--- src/rtl/func_unit_r.sv ---
// R-type functional unit: latches one issued op, executes it (LAT_ALU or LAT_MUL cycles), then writes back over the CDB.
// Start-to-Cdb_req is LAT cycles; the result is held in WB until Cdb_grant, and Start is ignored while Fu_busy.
module func_unit_r #(
  parameter int DATA_W  = 16,
  parameter int TAG_W   = 3,
  parameter int LAT_ALU = 1,
  parameter int LAT_MUL = 3
) (
  input  logic              Clock,
  input  logic              Reset,
  input  logic              Start,
  input  logic [2:0]        Ufop,
  input  logic [DATA_W-1:0] Vj,
  input  logic [DATA_W-1:0] Vk,
  input  logic [TAG_W-1:0]  Tag_in,
  input  logic [TAG_W-1:0]  R_target,
  input  logic              Flush,
  input  logic              Cdb_grant,
  output logic              Fu_busy,
  output logic              Cdb_req,
  output logic [DATA_W-1:0] Result,
  output logic [TAG_W-1:0]  Tag_out,
  output logic [TAG_W-1:0]  R_dest,
  output logic              Done
);

  localparam int LAT_MAX = (LAT_ALU > LAT_MUL) ? LAT_ALU : LAT_MUL;
  localparam int CNT_W   = (LAT_MAX > 1) ? $clog2(LAT_MAX) : 1;
  localparam logic [CNT_W-1:0] LD_ALU = CNT_W'(LAT_ALU - 1);
  localparam logic [CNT_W-1:0] LD_MUL = CNT_W'(LAT_MUL - 1);

  localparam logic [2:0] OP_ADD = 3'b000;
  localparam logic [2:0] OP_SUB = 3'b001;
  localparam logic [2:0] OP_AND = 3'b010;
  localparam logic [2:0] OP_OR  = 3'b011;
  localparam logic [2:0] OP_SLT = 3'b100;
  localparam logic [2:0] OP_SLL = 3'b101;
  localparam logic [2:0] OP_SRL = 3'b110;
  localparam logic [2:0] OP_MUL = 3'b111;

  typedef enum logic [1:0] {
    S_IDLE = 2'd0,
    S_EXEC = 2'd1,
    S_WB   = 2'd2,
    S_DONE = 2'd3
  } state_t;

  state_t            state;
  logic [CNT_W-1:0]  cnt;
  logic [2:0]        op_q;
  logic [DATA_W-1:0] vj_q;
  logic [DATA_W-1:0] vk_q;
  logic [TAG_W-1:0]  tag_q;
  logic [TAG_W-1:0]  rt_q;
  logic [DATA_W-1:0] alu_res;

  always_comb begin
    alu_res = '0;
    case (op_q)
      OP_ADD: alu_res = vj_q + vk_q;
      OP_SUB: alu_res = vj_q - vk_q;
      OP_AND: alu_res = vj_q & vk_q;
      OP_OR:  alu_res = vj_q | vk_q;
      OP_SLT: alu_res[0] = ($signed(vj_q) < $signed(vk_q));
      OP_SLL: alu_res = vj_q << vk_q[3:0];
      OP_SRL: alu_res = vj_q >> vk_q[3:0];
      OP_MUL: alu_res = vj_q * vk_q;
      default: alu_res = '0;
    endcase
  end

  always_ff @(posedge Clock or negedge Reset) begin
    if (!Reset) begin
      state   <= S_IDLE;
      cnt     <= '0;
      op_q    <= '0;
      vj_q    <= '0;
      vk_q    <= '0;
      tag_q   <= '0;
      rt_q    <= '0;
      Fu_busy <= 1'b0;
      Cdb_req <= 1'b0;
      Result  <= '0;
      Tag_out <= '0;
      R_dest  <= '0;
      Done    <= 1'b0;
    end else begin
      case (state)
        // DONE accepts a new issue just like IDLE so back-to-back ops lose no cycle.
        S_IDLE, S_DONE: begin
          Done    <= 1'b0;
          Cdb_req <= 1'b0;
          if (Start) begin
            op_q    <= Ufop;
            vj_q    <= Vj;
            vk_q    <= Vk;
            tag_q   <= Tag_in;
            rt_q    <= R_target;
            cnt     <= (Ufop == OP_MUL) ? LD_MUL : LD_ALU;
            Fu_busy <= 1'b1;
            state   <= S_EXEC;
          end else begin
            Fu_busy <= 1'b0;
            state   <= S_IDLE;
          end
        end
        S_EXEC: begin
          if (Flush) begin
            Fu_busy <= 1'b0;
            state   <= S_IDLE;
          end else if (cnt == '0) begin
            Result  <= alu_res;
            Tag_out <= tag_q;
            R_dest  <= rt_q;
            Cdb_req <= 1'b1;
            state   <= S_WB;
          end else begin
            cnt <= cnt - 1'b1;
          end
        end
        S_WB: begin
          if (Flush) begin
            Fu_busy <= 1'b0;
            Cdb_req <= 1'b0;
            state   <= S_IDLE;
          end else if (Cdb_grant) begin
            Fu_busy <= 1'b0;
            Cdb_req <= 1'b0;
            Done    <= 1'b1;
            state   <= S_DONE;
          end
        end
        default: begin
          Fu_busy <= 1'b0;
          Cdb_req <= 1'b0;
          Done    <= 1'b0;
          state   <= S_IDLE;
        end
      endcase
    end
  end

endmodule

--- config.mk ---
export PLATFORM = sky130hd
export DESIGN_NAME = func_unit_r
export DESIGN_NICKNAME = d
export VERILOG_FILES = /design/src/rtl/func_unit_r.sv
export SDC_FILE = /design/constraint.sdc
export NUM_CORES = 1
export LEC_CHECK = 0
export ABC_AREA = 1
export CELL_PAD_IN_SITES_DETAIL_PLACEMENT = 2
export CELL_PAD_IN_SITES_GLOBAL_PLACEMENT = 2
export CORE_MARGIN = 1.5
export CORE_UTILIZATION = 35
export CTS_BUF_LIST = sky130_fd_sc_hd__clkbuf_4
export DETAILED_ROUTE_END_ITERATION = 10
export PLACE_DENSITY = 0.93
export SYNTH_ARGS = -nofsm -noshare
export SYNTH_HDL_FRONTEND = slang
export SYNTH_SLANG_ARGS = --single-unit
--- constraint.sdc ---
create_clock -name Clock -period 6.9 [get_ports Clock]
set_clock_uncertainty 0.05 [all_clocks]
set_input_delay 1.38 -clock Clock [delete_from_list [all_inputs] [get_ports Clock]]
set_output_delay 1.38 -clock Clock [all_outputs]
set_load 0.01 [all_outputs]
==> results of run 1 <==
flip-flops by register name, summed over array words and instances (netlist names):
name,count
Cdb_req,1
Done,1
Fu_busy,1
R_dest,3
Result,16
Tag_out,3
cnt,2
op_q,3
rt_q,3
state,2
tag_q,3
vj_q,16
vk_q,16
through the flow:
step                utilization, %  std cells  hold slack, ns
global route                 39.35       2003          0.4787
detailed placement           38.84       1986          0.4239
global placement             38.84       1986          0.4043
CTS                          39.34       2002          0.4536
floorplan                        -       1576          0.3935
finish                       39.35       2003          0.4528
layout by cell type (no fill, tap or decap), types with 8 or more instances in the layout:
cell type	instances
dfrtp_1	70
inv_2	15
ha_1	103
a21oi_1	111
clkdlybuf4s50_1	69
nand3_1	89
o21ai_1	20
nand4_1	13
nor3_1	8
o211ai_1	10
buf_4	16
inv_1	311
fa_1	81
o21ai_0	59
nor2_1	110
nand2_1	417
clkbuf_4	9
kinds of logic after synthesis:
logic type	count (synthesis)	share of synthesized area [%]
XOR/XNOR	5	0.4144
buffers and inverters	391	14.70
AO/OA/AOI/OAI	256	13.86
flip-flops	70	16.57
AND/OR/NAND/NOR	663	26.24
adder cells (fa/ha/maj)	184	27.53
multiplexers	7	0.6747
worst paths after layout:
kind,slack (ns),start,depth (start not counted),to
worst max-delay path,0.28,vj_q[6],25,Result[15]
max in group asynchronous,5.17,Reset,1,Result[4]
worst max register to register,0.28,vj_q[6],25,Result[15]
min in group asynchronous,0.96,Reset,1,Result[13]
worst min-delay path,0.45,rt_q[2],2,R_dest[2]
worst min register to register,0.45,rt_q[2],2,R_dest[2]
synthesized netlist by cell type, types with 9 or more instances:
master    count
ha_1        103
inv_1       311
inv_2        15
nand3_1      89
dfrtp_1      70
buf_2        22
clkbuf_1     25
nand4_1      13
buf_4         9
fa_1         81
o21ai_0      59
nand2_1     418
nor2_1      110
o211ai_1     10
o21ai_1      20
a21oi_1     111
per-layer routing:
layer / vias up / GRT usage [%]
met3: 156 / 4.918
met5: - / 0
met4: 0 / 17.80
met2: 406 / 56.08
met1: 5626 / 35.91
li1: 4954 / -
final cells by class:
type,instances,area (µm²)
Fill cell,3557,18020
Multi-Input combinational cell,1115,7267
Sequential cell,70,1752
Inverter,326,1224
Timing Repair Buffer,85,810.8
Tap cell,390,488.0
Clock inverter,7,81.33
Clock buffer,9,67.56
Antenna cell,1,2.502
worst register-to-register path, stage by stage, from the launching register on:
cell and delay (ns):
dfrtp_1 0.93, ha_1 0.44, fa_1 0.47, inv_1 0.09, fa_1 0.41, inv_1 0.12, fa_1 0.46, fa_1 0.54
fa_1 0.51, inv_1 0.05, fa_1 0.49, inv_1 0.05, ha_1 0.45, nand2_1 0.09, nor2_1 0.14, nand3_1 0.12
nand3_1 0.21, nand2_1 0.09, nand2_1 0.08, nand2_1 0.06, nand2_1 0.17, nand3_1 0.11, nand3_1 0.14, nand3_1 0.09
nand2_1 0.10, nand2_1 0.07
==> results.sh, run 1 <==
export IMPL_crit_fanout=14
export IMPL_crit_buf_inv=4
export IMPL_finalHoldViolCount=0
export IMPL_setup_tns_ns=0
export IMPL_yosysUniqueCellTypes=54
export IMPL_fp_dieH_um=176.8
export IMPL_clkLatencyLatePin_ns=0.54
export IMPL_place_hpwl_um=39310
export IMPL_synth_area_leader_cell="dfrtp_1"
export IMPL_post_cts_buffers=0
export IMPL_synth_edf_count=0
export IMPL_fin_area_um2=11690
export IMPL_start_util_pct=35.57
export IMPL_drive_gt1_share_pct=4.529
export IMPL_ys_top_cells_by_area="dfrtp_1 (17%), fa_1 (15%), nand2_1 (15%)"
export IMPL_cts_resized=0
export IMPL_grt_max_degree=71
export IMPL_syn_num_nets=1806
export IMPL_arrival_ns=7.00
export IMPL_cts_root_buf="clkbuf_4"
export IMPL_drc=0
export IMPL_start_kind="flop"
export IMPL_dieArea_um2=31250
export IMPL_routabilityCongestion=0.9473
export IMPL_fin_crit_ns=6.624
export IMPL_drtAntennaViolNets=0
export IMPL_period_share_pct=96.00
export IMPL_max_slew_margin_pct=32.36
export IMPL_worst_path_largest_cell_delay_ns=0.93
export IMPL_vias=11140
export IMPL_status="finished, final reports clean"
export IMPL_setup_ws_ns=0.2763
export IMPL_dr_max_layer_used="met4"
export IMPL_routed_wl_um=48030
export IMPL_syn_avg_cell_area_um2=6.707
export IMPL_clkTransAtPathRegs_ns=0.16
export IMPL_io_pins=71
export IMPL_tightest_slew_ns=1.015
export IMPL_cts_tree="yes"
export IMPL_drt_iter0_markers=683
export IMPL_ys_warn_count=0
export IMPL_clock_sinks=70
export IMPL_wl_per_cell_um=23.98
export IMPL_portBuffers=70
export IMPL_viasPerCell=5.563
export IMPL_wl_met2_um=24010
export IMPL_setup_violations=0
export IMPL_wl_met1_um=18750
export IMPL_crit_slowest_cell="dfrtp_1"
export IMPL_firstDrtPassIters=5
export IMPL_place_area_um2=11540
export IMPL_fmax_mhz=151.0
export IMPL_track_usage_pct=31.55
export IMPL_grt_pass1_wl_um=73770
export IMPL_drv_cap=0
export IMPL_synth_ff_type="dfrtp_1"
export IMPL_end_kind="flop"
export IMPL_ys_seq_area_share_pct=16.57
export IMPL_async_reset_ff_share_pct=100.0
export IMPL_grt_antenna_before_repair=1
export IMPL_crit_family="adder cells"
export IMPL_core_area_um2=29720
export IMPL_synth_top_area_share_pct=16.57
export IMPL_drv_slew=0
export IMPL_cts_hold_buf=0
export IMPL_wl_met3_um=2521
export IMPL_synthCells=1576
export IMPL_clockBufferDepth=2
export IMPL_path_class="reg -> reg"
export IMPL_pre_cts_ws_ns=0.3619
export IMPL_synth_ff_latch_count=70
export IMPL_cp_required_ns=7.28
export IMPL_numCtsBuffers=9
export IMPL_overflow=0
export IMPL_critPathMostFrequentCell="nand2_1"
export IMPL_rsz0062_at_grt="false"
export IMPL_cts_max_level=3
export IMPL_syn2layout_area_growth_pct=10.62
export IMPL_syn_area_um2=10570
export IMPL_grt_pass1_vias=12670
export IMPL_num_rows=63
export IMPL_fin_nets=1837
export IMPL_die_w_um=176.8
export IMPL_min_path_type="reg -> reg"
Power of run 1 is left out: the tool's default activity adds up to more than one toggle a clock period on the data nets, which glitch-free logic cannot reach.
==> run 2, diff against run 1 <==
- HOLD_SLACK_MARGIN: unset -> 0.1
==> results of run 2 <==
Same layout as run 1: the final DEF is identical, and so are final timing and power.
Power of run 2 is left out for the same reason.
